==> config.mk <==
export PLATFORM = sky130hd
export DESIGN_NAME = lcd_bus_receiver
export DESIGN_NICKNAME = d
export VERILOG_FILES = /design/src/rtl/lcd_bus_receiver_pkg.sv /design/src/rtl/lcd_nibble_capture.sv /design/src/rtl/lcd_bus_receiver.sv
export SDC_FILE = /design/constraint.sdc
export NUM_CORES = 1
export LEC_CHECK = 0
export ABC_AREA = 1
export CORE_ASPECT_RATIO = 1.25
export CORE_UTILIZATION = 55
export DETAILED_ROUTE_END_ITERATION = 7
export DONT_BUFFER_PORTS = 1
export GPL_ROUTABILITY_DRIVEN = 1
export PLACE_DENSITY = 0.73
export SLEW_MARGIN = 20
export SYNTH_ARGS = -nofsm -noshare
export SYNTH_HDL_FRONTEND = slang
export SYNTH_SLANG_ARGS = --single-unit
==> constraint.sdc <==
create_clock -name clk -period 1.4 [get_ports clk]
set_input_delay 0.14 -clock clk [delete_from_list [all_inputs] [get_ports clk]]
set_output_delay 0.14 -clock clk [all_outputs]
set_load 0.03 [all_outputs]
==> src/rtl/lcd_bus_receiver_pkg.sv <==
// Shared definitions for the LCD bus receiver: FSM states, init nibbles,
// instruction opcode masks and the blank character code.
package lcd_bus_receiver_pkg;

    // Receiver FSM: four power-on init nibbles, then high/low nibble pairs.
    typedef enum logic [2:0] {
        INIT0  = 3'd0,
        INIT1  = 3'd1,
        INIT2  = 3'd2,
        INIT3  = 3'd3,
        NIB_HI = 3'd4,
        NIB_LO = 3'd5
    } lcd_state_e;

    // Nibbles expected during the power-on sequence.
    localparam logic [3:0] INIT_NIB      = 4'h3;
    localparam logic [3:0] INIT_LAST_NIB = 4'h2;

    // Instruction opcodes are identified by their highest set bit.
    localparam logic [7:0] OP_SET_DDRAM = 8'h80;
    localparam logic [7:0] OP_NOP_MASK  = 8'h70;  // CGRAM/function set/shift: ignored
    localparam logic [7:0] OP_DISPLAY   = 8'h08;
    localparam logic [7:0] OP_ENTRY     = 8'h04;
    localparam logic [7:0] OP_HOME      = 8'h02;
    localparam logic [7:0] OP_CLEAR     = 8'h01;

    // Character code written into every cell by a clear.
    localparam logic [7:0] BLANK_CHAR = 8'h20;

endpackage

==> src/rtl/lcd_nibble_capture.sv <==
// Registers the LCD bus once, detects the lcde falling edge and checks that
// the enable pulse was held high for at least MIN_E_CYCLES clocks.
module lcd_nibble_capture #(
    parameter int MIN_E_CYCLES = 12
) (
    input  logic       clk,
    input  logic       reset,
    input  logic       lcde,
    input  logic       lcdrs,
    input  logic       lcdrw,
    input  logic [3:0] lcddat,
    output logic       o_nib_stb,
    output logic       o_width_err,
    output logic       o_rs,
    output logic       o_rw,
    output logic [3:0] o_nib
);

    localparam int              CNT_W   = $clog2(MIN_E_CYCLES + 1);
    localparam logic [CNT_W-1:0] CNT_MAX = CNT_W'(MIN_E_CYCLES);

    logic             r_lcde_q;
    logic             r_rs_q;
    logic             r_rw_q;
    logic [3:0]       r_dat_q;
    logic [CNT_W-1:0] r_hi_cnt;
    logic             w_fall;

    // Single register stage for lcde and the bus it qualifies.
    // NOTE: sequential state uses non-blocking assignments so every register
    // samples pre-edge values regardless of statement order.
    always_ff @(posedge clk) begin
        if (!reset) begin
            r_lcde_q <= 1'b0;
            r_rs_q   <= 1'b0;
            r_rw_q   <= 1'b0;
            r_dat_q  <= 4'h0;
        end else begin
            r_lcde_q <= lcde;
            r_rs_q   <= lcdrs;
            r_rw_q   <= lcdrw;
            r_dat_q  <= lcddat;
        end
    end

    // Count cycles with lcde high, saturating at the minimum legal width.
    always_ff @(posedge clk) begin
        if (!reset || !lcde) begin
            r_hi_cnt <= '0;
        end else if (r_hi_cnt != CNT_MAX) begin
            r_hi_cnt <= r_hi_cnt + CNT_W'(1);
        end
    end

    // Falling edge: previous sample high, current input low.
    assign w_fall      = r_lcde_q & ~lcde;
    assign o_nib_stb   = w_fall & (r_hi_cnt == CNT_MAX);
    assign o_width_err = w_fall & (r_hi_cnt != CNT_MAX);
    assign o_rs        = r_rs_q;
    assign o_rw        = r_rw_q;
    assign o_nib       = r_dat_q;

endmodule

==> src/rtl/lcd_bus_receiver.sv <==
// HD44780-style 4-bit LCD bus receiver: checks the init sequence, pairs
// nibbles into bytes and tracks display state and the DDRAM address.
// Optional feature macro: LCD_RX_SHADOW_EN adds a readable shadow DDRAM.
module lcd_bus_receiver
    import lcd_bus_receiver_pkg::*;
#(
    parameter int ADDR_W       = 7,
    parameter int MIN_E_CYCLES = 12
) (
    input  logic              clk,
    input  logic              reset,
    input  logic              lcde,
    input  logic              lcdrs,
    input  logic              lcdrw,
    input  logic [3:0]        lcddat,
    output logic              init_done,
    output logic              cmd_valid,
    output logic              cmd_rs,
    output logic [7:0]        cmd_byte,
    output logic              char_we,
    output logic [ADDR_W-1:0] char_addr,
    output logic [7:0]        char_data,
    output logic [ADDR_W-1:0] ddram_addr,
    output logic              display_on,
    output logic              cursor_on,
    output logic              blink_on,
    output logic              clear_pulse,
    output logic              proto_err,
    input  logic [ADDR_W-1:0] rd_addr,
    output logic [7:0]        rd_data
);

    lcd_state_e r_state;
    lcd_state_e w_state_next;
    logic       r_hi_rs;
    logic [3:0] r_hi_nib;
    logic       r_inc_mode;

    logic       w_nib_stb;
    logic       w_width_err;
    logic       w_rs;
    logic       w_rw;
    logic [3:0] w_nib;
    logic       w_err;
    logic       w_cmd_fire;
    logic       w_init_fire;
    logic       w_hi_load;
    logic       w_init_ok;
    logic [7:0] w_byte;
    logic       w_char_fire;
    logic       w_clear_fire;

    lcd_nibble_capture #(
        .MIN_E_CYCLES(MIN_E_CYCLES)
    ) u_capture (
        .clk        (clk),
        .reset      (reset),
        .lcde       (lcde),
        .lcdrs      (lcdrs),
        .lcdrw      (lcdrw),
        .lcddat     (lcddat),
        .o_nib_stb  (w_nib_stb),
        .o_width_err(w_width_err),
        .o_rs       (w_rs),
        .o_rw       (w_rw),
        .o_nib      (w_nib)
    );

    assign w_init_ok    = (w_nib == INIT_NIB) && !w_rs;
    assign w_byte       = {r_hi_nib, w_nib};
    assign w_char_fire  = w_cmd_fire && w_rs;
    assign w_clear_fire = w_cmd_fire && !w_rs && (w_byte == OP_CLEAR);

    // FSM state register.
    always_ff @(posedge clk) begin
        if (!reset) r_state <= INIT0;
        else        r_state <= w_state_next;
    end

    // Next-state and event decode for each accepted nibble.
    // NOTE: every signal gets a default first so no path infers a latch.
    always_comb begin
        w_state_next = r_state;
        w_err        = w_width_err;
        w_cmd_fire   = 1'b0;
        w_init_fire  = 1'b0;
        w_hi_load    = 1'b0;
        if (w_nib_stb) begin
            if (w_rw) begin
                w_err = 1'b1;
            end else begin
                case (r_state)
                    INIT0: begin
                        w_state_next = w_init_ok ? INIT1 : INIT0;
                        w_err        = !w_init_ok;
                    end
                    INIT1: begin
                        w_state_next = w_init_ok ? INIT2 : INIT0;
                        w_err        = !w_init_ok;
                    end
                    INIT2: begin
                        w_state_next = w_init_ok ? INIT3 : INIT0;
                        w_err        = !w_init_ok;
                    end
                    INIT3: begin
                        if ((w_nib == INIT_LAST_NIB) && !w_rs) begin
                            w_state_next = NIB_HI;
                            w_init_fire  = 1'b1;
                        end else begin
                            w_state_next = INIT0;
                            w_err        = 1'b1;
                        end
                    end
                    NIB_HI: begin
                        w_hi_load    = 1'b1;
                        w_state_next = NIB_LO;
                    end
                    NIB_LO: begin
                        w_cmd_fire   = (w_rs == r_hi_rs);
                        w_err        = (w_rs != r_hi_rs);
                        w_state_next = NIB_HI;
                    end
                    default: w_state_next = INIT0;
                endcase
            end
        end
    end

    // Byte assembly, instruction decode, character writes and pulse outputs.
    always_ff @(posedge clk) begin
        if (!reset) begin
            r_hi_nib    <= 4'h0;
            r_hi_rs     <= 1'b0;
            r_inc_mode  <= 1'b1;
            init_done   <= 1'b0;
            cmd_valid   <= 1'b0;
            cmd_rs      <= 1'b0;
            cmd_byte    <= 8'h00;
            char_we     <= 1'b0;
            char_addr   <= '0;
            char_data   <= 8'h00;
            ddram_addr  <= '0;
            display_on  <= 1'b0;
            cursor_on   <= 1'b0;
            blink_on    <= 1'b0;
            clear_pulse <= 1'b0;
            proto_err   <= 1'b0;
        end else begin
            cmd_valid   <= w_cmd_fire;
            proto_err   <= w_err;
            char_we     <= 1'b0;
            clear_pulse <= 1'b0;
            if (w_init_fire) init_done <= 1'b1;
            if (w_hi_load) begin
                r_hi_nib <= w_nib;
                r_hi_rs  <= w_rs;
            end
            if (w_cmd_fire) begin
                cmd_byte <= w_byte;
                cmd_rs   <= w_rs;
                if (w_rs) begin
                    char_we    <= 1'b1;
                    char_addr  <= ddram_addr;
                    char_data  <= w_byte;
                    ddram_addr <= r_inc_mode ? ddram_addr + ADDR_W'(1)
                                             : ddram_addr - ADDR_W'(1);
                end else if ((w_byte & OP_SET_DDRAM) != 8'h00) begin
                    ddram_addr <= w_byte[ADDR_W-1:0];
                end else if ((w_byte & OP_NOP_MASK) != 8'h00) begin
                    // CGRAM address, function set and shift: no tracked state.
                end else if ((w_byte & OP_DISPLAY) != 8'h00) begin
                    display_on <= w_byte[2];
                    cursor_on  <= w_byte[1];
                    blink_on   <= w_byte[0];
                end else if ((w_byte & OP_ENTRY) != 8'h00) begin
                    r_inc_mode <= w_byte[1];
                end else if ((w_byte & OP_HOME) != 8'h00) begin
                    ddram_addr <= '0;
                end else if ((w_byte & OP_CLEAR) != 8'h00) begin
                    ddram_addr  <= '0;
                    clear_pulse <= 1'b1;
                end
            end
        end
    end

`ifdef LCD_RX_SHADOW_EN
    localparam int RAM_DEPTH = 1 << ADDR_W;

    logic [7:0]        r_mem [RAM_DEPTH];
    logic [7:0]        r_rd_data;
    logic              r_fill_busy;
    logic [ADDR_W-1:0] r_fill_idx;

    // Blank-fill sequencer: one cell per cycle after a clear.
    always_ff @(posedge clk) begin
        if (!reset) begin
            r_fill_busy <= 1'b0;
            r_fill_idx  <= '0;
        end else if (w_clear_fire) begin
            r_fill_busy <= 1'b1;
            r_fill_idx  <= '0;
        end else if (r_fill_busy) begin
            r_fill_idx <= r_fill_idx + ADDR_W'(1);
            if (r_fill_idx == '1) r_fill_busy <= 1'b0;
        end
    end

    // Shadow DDRAM writes and registered read port.
    // NOTE: the RAM array has no reset so it maps onto plain memory and keeps
    // its contents across a receiver reset.
    always_ff @(posedge clk) begin
        if (r_fill_busy) r_mem[r_fill_idx] <= BLANK_CHAR;
        if (w_char_fire) r_mem[ddram_addr] <= w_byte;
        r_rd_data <= r_mem[rd_addr];
    end

    assign rd_data = r_rd_data;
`else
    logic w_unused_rd;

    assign w_unused_rd = (^rd_addr) ^ w_char_fire ^ w_clear_fire;
    assign rd_data     = 8'h00;
`endif

endmodule

# Yosys cells after proc, flatten, opt, wreduce, memory -nomap -nowiden
# Index checks and enable logic that the tools add are counted.
# op_classes
n_addsub	3
eq_ne	14
muxes	29
bitwise_logic	11
n_reduce_logical	18
# op_table
cell	n
$mux 7	8
$pmux 3 s6	1
$mux 1	16
$reduce_and 5->1	2
$ne 3x2->1 const B	3
$eq 4x2->1 const B	2
$not 1->1	8
$reduce_bool 8->1	1
$reduce_or 8->1	1
$add 7x1->7 const B	1
$sub 7x1->7 const B	1
$eq 3x2->1 const B	2
$eq 3x3->1 const B	2
$reduce_and 2->1	3
$reduce_and 6->1	1
$add 4x1->4 const B	1
$eq 4x4->1 const B	1
$logic_not 1->1	4
$mux 2	2
$ne 4x4->1 const B	1
$reduce_bool 4->1	1
$and 1x1->1	3
$eq 3x1->1 const B	1
$logic_not 3->1	1
7 further kinds	8
# word_totals
regBits	59
input_bits	16
elab_cells	97

# Longest topological paths before layout
# depth
word_depth	7
depth_mapped	11
mapped_depth_nobuf	11

# Cells and area by module
# A second synthesis with hierarchy kept.
# unflattened
cells_unflattened	380
area_unflattened_um2	2771.4
# modules_own_cells
module	n_inst	cells_per_inst	area_per_inst_um2
lcd_bus_receiver	1	331	2348.5
lcd_nibble_capture	1	49	422.9

# Worst setup path after synthesis
# No wires, ideal clock.
# synth_timing
kind	reg2reg
startpoint	register ddram_addr[0]
endpoint	register ddram_addr[6]
arrival_ns	1.431
slack_ns	-0.143
stages_incl_launch_ff	9
path_buffers	0
synth_period_minus_slack_ns	1.543
path_cell_list	dfxtp_1 > fa_1 > inv_1 > nor3_1 > nor2_1 > nor2_1 > nor2_1 > nor2_1 > nor2_1
# synth_between
elab_chain_cells	3
word_cells_on_any_way	4
# synth_rtl
element	line_no	source
start, declared	lcd_bus_receiver.sv:23	output logic [ADDR_W-1:0] ddram_addr,
start signal, assigned	lcd_bus_receiver.sv:165	ddram_addr <= r_inc_mode ? ddram_addr + ADDR_W'(1)
start signal, assigned	lcd_bus_receiver.sv:168	ddram_addr <= w_byte[ADDR_W-1:0];
$sub 7x1->7 or $add 7x1->7 (tied branches)	lcd_bus_receiver.sv:166, lcd_bus_receiver.sv:165	
$mux 7 *	lcd_bus_receiver.sv:165	
$mux 7 *	lcd_bus_receiver.sv:161	if (w_rs) begin
# Mark *: on every way between the ends. The rest lies on a longest branch, timed or not.
# A chain may end at the register's enable or synchronous reset.

# Final worst setup path
# layout_timing
startpoint	register u_capture.r_hi_cnt[1]
endpoint	register cmd_byte[3]
# layout_between
elab_chain_cells	3
# layout_rtl
element	line_no	source
start, declared	lcd_nibble_capture.sv:26	logic [CNT_W-1:0] r_hi_cnt;
start signal, assigned	lcd_nibble_capture.sv:51	r_hi_cnt <= r_hi_cnt + CNT_W'(1);
$eq 4x4->1	lcd_nibble_capture.sv:57	assign o_nib_stb = w_fall & (r_hi_cnt == CNT_MAX);
$and 1x1->1	lcd_nibble_capture.sv:57	
$mux 1	lcd_bus_receiver.sv:88	if (w_nib_stb) begin
end signal, assigned	lcd_bus_receiver.sv:159	cmd_byte <= w_byte;
end, declared	lcd_bus_receiver.sv:19	output logic [7:0] cmd_byte,
# No other way between the ends.

==> results.yml <==
outcome:
  status: "finished, violations left"
  violations: "hold timing, setup timing"
pwr:
  switching_share_pct: 22.5
  p_sw_mw: 0.819
  power.internal_mw: 2.82
  fin_total_pwr_mw: 3.64
  p_per_area_nw_per_um2: 988
  combPwrFrac_pct: 6.0
  p_leak_nw: 1.64
  power.share.clock_pct: 47.0
  ir_worst_vdd_mv: 1.00
  pwr-share-seq_pct: 47.0
synth:
  yosysSeqAreaShare_pct: 42.1
  syn-mean-instance-area_sq_um: 7.40
  synth_area_leader_cell: "dfxtp_1"
  synth_cell_types: 32
  synth_area_leaders: "dfxtp_1 42%, nand2_1 11%, a21oi_1 6.1%"
  synthCells: 379
  yosys_warnings: 0
  ys.flop_type: "dfxtp_1"
  synthArstFlopShare_pct: 0
  synth.top_cell.area_share_pct: 42.1
  syn_area_sq_um: 2800
  synth_seq_cells: 59
  synth_edf_count: 0
global_route:
  track_usage_pct: 28.0
  grt_max_degree: 36
  grt.overflow.total: 0
  grt_pass1_vias: 2622
  antenna_found_initial: 0
  grt_pass1_wl_um: 11200
cells_and_area:
  drive_above_1_share_pct: 26.8
  syn_to_final_growth_pct: 31.5
  nets: 464
  n_antenna_cell: 0
  fillers: 347
worst_setup_path:
  cp_max_fo: 8
  startpoint_type: "register"
  required_ns: 1.66
  cp.arrival_ns: 1.79
  critPathKind: "reg -> reg"
  worstSetupEndpointType: "register"
sta:
  finalClockSkew_ns: 0.0137
  holdWs_ns: -0.104
  min_period_ns: 1.53
  rsz0062_at_grt: "true"
  worst_slack_ns: -0.130
  hold_viol_final: 25
  fmax_mhz: 654
  setup_viol: 41
  drv_slew: 0
  period_share_pct: 109
route:
  ant_nets: 0
  wl_per_cell_um: 13.6
  wl_um: 6850
  drc: 0
  vias: 2629
  vias_per_cell: 5.22
  drt-pass1-iter-count: 4
  drtIter0Drc: 132
placed_design:
  pre_cts_ws_ns: -0.156
  io_buffers: 0
  hpwl_um: 4560
  gp_congestion: 0.900
floorplan:
  io_pins: 63
  rows: 28
  dieArea_sq_um: 5390
  start_util_pct: 58.0
  fp.dieH_um: 81.8
  die_w_um: 65.9
  core-area_sq_um: 4830
clocking:
  hold_buffers: 14
  root_buffer: "clkbuf_8"
  cts_tree: "done"
  clk_latency_ns: 0.34
  numCtsBuffers: 9
  clockBufferDepth: 2
  cts_max_level: 3
  cts_sinks: 59
  cts.clk_slew.worst_paths_ns: 0.08
run:
  maxCapViolCount: 0
hold_path:
  hold_path.class: "in -> reg"
-- cell families (layout without fill, tap and decap cells) --
logic type                 count (synthesis)  in the layout  share of synthesized area (%)
xor gates and xnor gates                   3              3                          0.937
AOI/OAI and AO/OA                         66             66                           12.2
buffers and inverters                     65            121                           11.0
DFF                                       59             59                           42.1
adders and majority gates                  8              8                           3.84
and+or+nand+nor                          177            179                           29.8
other                                      1              8                          0.134
-- power by group through the flow --
stage / Sequential (mW) / Clock [mW] / Combinational (mW)
floorplan: 1.75 / 0 / 0.148
global placement: 1.75 / 0 / 0.172
detailed placement: 1.75 / 0 / 0.175
CTS: 1.71 / 1.72 / 0.212
global route: 1.71 / 1.80 / 0.239
finish: 1.71 / 1.71 / 0.219
-- worst paths after layout --
path | cells after the start | startpoint | endpoint | slack (ns)
max | 9 | u_capture.r_hi_cnt[1]$_SDFFE_PP0P_ | cmd_byte[3]$_SDFFE_PN0N_ | -0.13
min | 1 | reset | r_inc_mode$_SDFFE_PN1P_ | -0.10
max reg2reg | 9 | u_capture.r_hi_cnt[1]$_SDFFE_PP0P_ | cmd_byte[3]$_SDFFE_PN0N_ | -0.13
min reg2reg | 2 | u_capture.r_hi_cnt[1]$_SDFFE_PP0P_ | u_capture.r_hi_cnt[1]$_SDFFE_PP0P_ | 0.49
-- sequential cells by signal (all words and copies together), names as in the netlist --
register / count
r_inc_mode: 1
cmd_valid: 1
init_done: 1
u_capture.o_rw: 1
r_hi_rs: 1
char_addr: 7
proto_err: 1
display_on: 1
char_we: 1
r_hi_nib: 4
cmd_byte: 8
u_capture.o_nib: 4
u_capture.o_rs: 1
cursor_on: 1
clear_pulse: 1
cmd_rs: 1
u_capture.r_lcde_q: 1
r_state: 3
char_data: 8
ddram_addr: 7
blink_on: 1
u_capture.r_hi_cnt: 4
-- worst max-delay path, stage by stage, from the launching register on --
cell     delay [ns]
dfxtp_2        0.32
inv_2          0.07
ha_4           0.14
nand3_4        0.08
nor2_4         0.13
nand3_4        0.12
nor2_8         0.23
buf_4          0.17
o21ai_1        0.06
a21oi_1        0.13
-- layout make-up --
type	count	area, sq um	share of cell area, %
repair buffers	61	526	14.3
clock inverters	4	75.1	2.04
well taps	60	75.1	2.04
clock buffers	11	141	3.83
multi-input cells	264	1500	40.8
flip-flops and latches	59	1190	32.3
inverters	45	175	4.75
-- cell usage in the layout, fill, tap and decap left out, drive strengths merged, types with 2 or more instances in the layout --
cell type and count:
nand2 86, dfxtp 59, nor2 50, buf 47
inv 44, a21oi 35, nand3 30, o21ai 28
dlygate4sd3 14, clkbuf 11, conb 8, ha 7
nor3 6, nand4 4, xnor2 3, o22ai 2
nand3b 2, clkinvlp 2, bufinv 2
-- synth_stat cells (all sizes together) (3+ instances only) --
cell type,number
nor2,49
nor3,6
xnor2,3
buf,14
clkbuf,6
inv,44
nand2,85
ha,7
dfxtp,59
nand4,4
nand3,30
o21ai,28
a21oi,35
-- layer usage --
metal  global-route usage [%]  routed length, um  part of all wire (%)  vias up
met5                        0                  0                     0        -
met4                     16.5                141                   2.1        0
met3                     6.67                313                   4.6       11
met2                     50.8               3540                    52       71
met1                     28.9               2850                    42     1221
li1                         -                  -                     -     1326
-- repair_timing --
| item | in CTS | in global routing |
|---|---|---|
| resized for setup | 15 | 22 |
| endpoints found under the setup margin | 42 | 49 |
| cloned | 2 | 0 |
| setup buffers | 4 | 0 |
| pin swaps | 6 | 9 |
| endpoints found under the hold margin | 35 | 27 |
-- per-stage QoR --
stage | TNS (ns) | util [%] | area [sq um] | cells
after floorplan | -0.379 | - | 2880 | 386
after global placement | -1.83 | 65.2 | 3150 | 469
after detailed placement | -2.90 | 65.2 | 3150 | 469
after CTS | -3.18 | 74.8 | 3620 | 504
after global routing | -6.49 | 76.3 | 3690 | 504
final | -2.80 | 76.3 | 3690 | 504
No activity file was read; power rests on OpenSTA's default activity.
==> RTL change 1 (config.mk and constraints unchanged) <==
Re-encode `lcd_state_e` (6 states) as one-hot, 6 bits wide.
--- a/src/rtl/lcd_bus_receiver_pkg.sv
+++ b/src/rtl/lcd_bus_receiver_pkg.sv
@@ -3,13 +3,13 @@
 package lcd_bus_receiver_pkg;
 
     // Receiver FSM: four power-on init nibbles, then high/low nibble pairs.
-    typedef enum logic [2:0] {
-        INIT0  = 3'd0,
-        INIT1  = 3'd1,
-        INIT2  = 3'd2,
-        INIT3  = 3'd3,
-        NIB_HI = 3'd4,
-        NIB_LO = 3'd5
+    typedef enum logic [5:0] {
+        INIT0  = 6'b000001,
+        INIT1  = 6'b000010,
+        INIT2  = 6'b000100,
+        INIT3  = 6'b001000,
+        NIB_HI = 6'b010000,
+        NIB_LO = 6'b100000
     } lcd_state_e;
 
     // Nibbles expected during the power-on sequence.
Function: same outputs for any inputs over 10 cycles, from zero or initial values and one cycle with reset low; not proved beyond that.
==> RTL change 1 against the unedited design <==
- combinational power rose by 5%
- routed wire length rose by 20%
- sequential cell count rose by 3
- design area rose by 13%
- total power rose by 8.8%
- synthesized area rose by 10%
- die area rose by 9.9%
- setup slack got worse by 0.029 ns
- the run ends with setup timing left
- largest power group is now the clock network
- count of clock-buffer cells in the layout fell by 2
- fmax fell by 1.9%
- critical path type unchanged
==> RTL change 1: results (changes against the unedited design) <==
outcome finished, violations left (unchanged); violated checks setup timing (was hold timing, setup timing); number of tapcells 64 (was 60); Routed WL per cell 14.77 um (was 13.60 um); area after detailed placement 3423 um2 (was 3152 um2); power of the clock network 1.93 mW (was 1.71 mW); Placed Instances 518 (was 469); Leak 1.869 nW (was 1.637 nW); Final Worst Setup Slack -0.1596 ns (was -0.1301 ns); Worst Setup Slack post-DPL -0.2244 ns (was -0.1558 ns); clock skew 0.01141 ns (was 0.01369 ns); non-clock buffer contribution to total cell area 13.37% (was 14.25%); XOR/XNOR Fraction of Synth Area 0.2835% (was 0.9371%); proportion of synthesized chip area in sequential cells 40.18% (was 42.12%); number of buffers other than clock buffers in the final layout 62 (was 61); share of the final layout cell area in multi-input gates 42.84% (was 40.79%); highest net fanout along the worst path 6 (was 8); share of final layout cell area taken by clock buffers and inverters 5.863% (was 5.870%); Final Setup Violations 44 (was 41); number of instances on the worst hold path 2 (was 1); count of multi-input combinational gates 286 (was 264); number of cells in the finished layout apart from fillers 556 (was 504); wire length of the first global-routing pass 13.30 mm (was 11.18 mm); Max VDD drop 1096 uV (was 1004 uV); Setup Total Neg Slack -4.688 ns (was -2.803 ns); biggest area contributors in the synthesized netlist dfxtp_1 40%, nand2_1 12%, inv_1 7.3%, nor2_1 6.1%, a21oi_1 5.8% (was dfxtp_1 42%, nand2_1 11%, a21oi_1 6.1%, nor2_1 5.9%, inv_1 5.5%); register area 1256 um2 (was 1191 um2); Worst Reg-to-Reg Cells 10 (was 9); number of vias per cell after detailed routing 5.379 (was 5.216); number of instances resized during post-cts repair 43 (was 15); via count of the first global-routing pass 2,920 (was 2,622); number of distinct library cells after synthesis 35 (was 32); share of synthesized cell area in full adder, half adder and majority cells 3.483% (was 3.838%); Mean Syn Cell Area 7.269 um2 (was 7.398 um2); number of design-rule violations left by the first detailed-router iteration 187 (was 132); total of flip-flops plus latches after synthesis 62 (was 59); post-DP HPWL 5.129 mm (was 4.559 mm); Synth Area in Compound Gates 14.14% (was 12.18%); total routing usage reported by global routing 28.37% (was 28.02%); weighted congestion reported at the end of routability-driven placement 0.8449 (was 0.8995); count of non-CTS inverters in the layout 66 (was 45)
==> RTL change 1: changes by cell type after synthesis, sizes merged, moves of 3 or more <==
cell,before,now
a211oi,0,3
a21oi,35,40
buf,14,18
dfxtp,59,62
inv,44,65
nand2,85,99
nand3,30,12
nand4,4,9
nor2,49,57
o21ai,28,31
==> RTL change 1: worst paths after layout <==
check	from	end	slack, ns
min reg2reg	cmd_byte[7]	cmd_byte[7]	0.48
max reg2reg	u_capture.r_hi_cnt[0]	char_data[3]	-0.16
max	u_capture.r_hi_cnt[0]	char_data[3]	-0.16
min	reset	cmd_byte[7]	0.05
==> RTL change 1: routing by layer <==
| layer | up-vias | global-route usage, % | part of all wire [%] |
|---|---|---|---|
| li1 | 1460 | - | - |
| met1 | 1400 | 31.04 | 39 |
| met2 | 96 | 49.43 | 52 |
| met3 | 35 | 7.873 | 4.8 |
| met4 | 0 | 15.96 | 4.3 |
| met5 | - | 0 | 0 |
==> RTL change 2 (config.mk and constraints unchanged) <==
Made on the original files. `MIN_E_CYCLES` is set to 12 in 2 places; all go to 14.
--- a/src/rtl/lcd_nibble_capture.sv
+++ b/src/rtl/lcd_nibble_capture.sv
@@ -1,7 +1,7 @@
 // Registers the LCD bus once, detects the lcde falling edge and checks that
 // the enable pulse was held high for at least MIN_E_CYCLES clocks.
 module lcd_nibble_capture #(
-    parameter int MIN_E_CYCLES = 12
+    parameter int MIN_E_CYCLES = 14
 ) (
     input  logic       clk,
     input  logic       reset,
--- a/src/rtl/lcd_bus_receiver.sv
+++ b/src/rtl/lcd_bus_receiver.sv
@@ -5,7 +5,7 @@
     import lcd_bus_receiver_pkg::*;
 #(
     parameter int ADDR_W       = 7,
-    parameter int MIN_E_CYCLES = 12
+    parameter int MIN_E_CYCLES = 14
 ) (
     input  logic              clk,
     input  logic              reset,
Function: no difference found for any inputs over 10 cycles, from zero or initial values and one cycle with reset low; that may be too few to reach the edited logic, so the function may still have changed.
==> RTL change 2 against the unedited design <==
- the run still ends with hold timing, setup timing left
- routed wire length grew 6.8%
- design area grew 2.1%
- setup slack lost 0.093 ns
- synthesized area grew 2.0%
- die area grew 1.9%
- sequential cell count is the same
- synthesized cell count grew 0.26%
- core utilization shrank 1.6 points
- total power grew 5.6%
- critical path type unchanged
==> RTL change 2: results (changes against the unedited design) <==
outcome finished, violations left (unchanged); violated checks hold timing, setup timing (unchanged); critical-path cell with the highest stage delay dfxtp_2 (unchanged); start point of the worst min-delay path reset (unchanged); largest stage delay on the critical path 0.37 ns (was 0.32 ns); weighted congestion reported at the end of routability-driven placement 0.8933 (was 0.8995); proportion of layout cells with a drive suffix above 1 29.60% (was 26.80%); proportion of synthesized chip area in sequential cells 41.31% (was 42.12%); number of nets in the finished design 466 (was 464); biggest area contributors in the synthesized netlist dfxtp_1 41%, nand2_1 11%, nor2_1 5.5%, a21oi_1 5.4%, inv_1 5.4% (was dfxtp_1 42%, nand2_1 11%, a21oi_1 6.1%, nor2_1 5.9%, inv_1 5.5%); # hold bufs at CTS 8 (was 14); startpoint of the worst setup timing path r_inc_mode (was u_capture.r_hi_cnt[1]); commonest cells in the synthesized netlist 84 x nand2_1, 59 x dfxtp_1, 42 x nor2_1 (was 81 x nand2_1, 59 x dfxtp_1, 44 x nor2_1); number of buffers added for setup after CTS 1 (was 4); commonest register cell after synthesis dfxtp_1 (unchanged); maximum clock insertion buffer count 2 (unchanged); number of design-rule violations left by the first detailed-router iteration 147 (was 132); area after detailed placement 3218 um2 (was 3152 um2); number of distinct library cells after synthesis 33 (was 32); Synth warnings 0 (unchanged); number of vias per cell after detailed routing 5.220 (was 5.216); internal power summed over all cells 2.999 mW (was 2.823 mW); Detailed Route WL 7.321 mm (was 6.854 mm); Final Worst Setup Slack -0.2236 ns (was -0.1301 ns); Switching Share 22.04% (was 22.49%); Leak 1.758 nW (was 1.637 nW); number of antenna repair diodes 0 (unchanged); worst slew pin tran 0.5216 ns; Synth Area in Compound Gates 12.25% (was 12.18%); Setup Total Neg Slack -3.833 ns (was -2.803 ns); worst reg2reg path endpoint ddram_addr[6] (was cmd_byte[3]); wire length of the first global-routing pass 10.86 mm (was 11.18 mm); number of buffers inserted during clock tree synthesis 9 (unchanged); Filler Cell Count 380 (was 347); post-DP HPWL 4.720 mm (was 4.559 mm); final-layout worst hold slack -0.09969 ns (was -0.1043 ns); power of the clock network 1.92 mW (was 1.71 mW); critical path capture point ddram_addr[6] (was cmd_byte[3]); number of instances resized during post-cts repair 21 (was 15); highest net fanout along the worst path 7 (was 8); worst path required time 1.68 ns (was 1.66 ns); via count of the first global-routing pass 2,414 (was 2,622); number of cells in the finished layout apart from fillers 508 (was 504); number of instances on the worst hold path 1 (unchanged); final hold viol count 26 (was 25); Final Setup Violations 42 (was 41); Worst Setup Slack post-DPL -0.1551 ns (was -0.1558 ns); Mean Syn Cell Area 7.524 um2 (was 7.398 um2); XOR/XNOR Fraction of Synth Area 0.9190% (was 0.9371%); Max VDD drop 879.7 uV (was 1004 uV); share of synthesized cell area in full adder, half adder and majority cells 3.764% (was 3.838%); post-CTS clock slew at the launch and capture registers of the worst setup and hold paths 0.06 ns (was 0.08 ns); total routing usage reported by global routing 26.91% (was 28.02%); Port Buf Inserts 0 (unchanged); register share of total power 44.5% (was 47.0%); clock skew 0.007603 ns (was 0.01369 ns)
[RTL change 2: changes by cell type in the layout (fill, tap and decap cells not counted), sizes merged]
cell / delta
nor2: -2
nand4: +1
nand3b: -1
dlygate4sd3: -6
buf: +7
clkinv: +1
o21ai: -2
nand3: +2
bufinv: +1
clkinvlp: -2
nand2: +3
[RTL change 2: metal layers]
layer	wire (um)	up-vias	global-route usage, %
li1	-	1335	-
met1	2878	1214	28.41
met2	3848	82	48.88
met3	353	21	7.692
met4	241	0	12.55
met5	0	-	0
[RTL change 2: final cells by class]
type | instances | area, um2 | area share (%)
flip-flops and latches | 59 | 1191 | 31.64
inverters | 45 | 182.7 | 4.852
repair buffers | 62 | 524.3 | 13.92
well taps | 62 | 77.57 | 2.060
clock inverters | 4 | 98.84 | 2.625
clock buffers | 11 | 141.4 | 3.755
multi-input cells | 265 | 1549 | 41.14
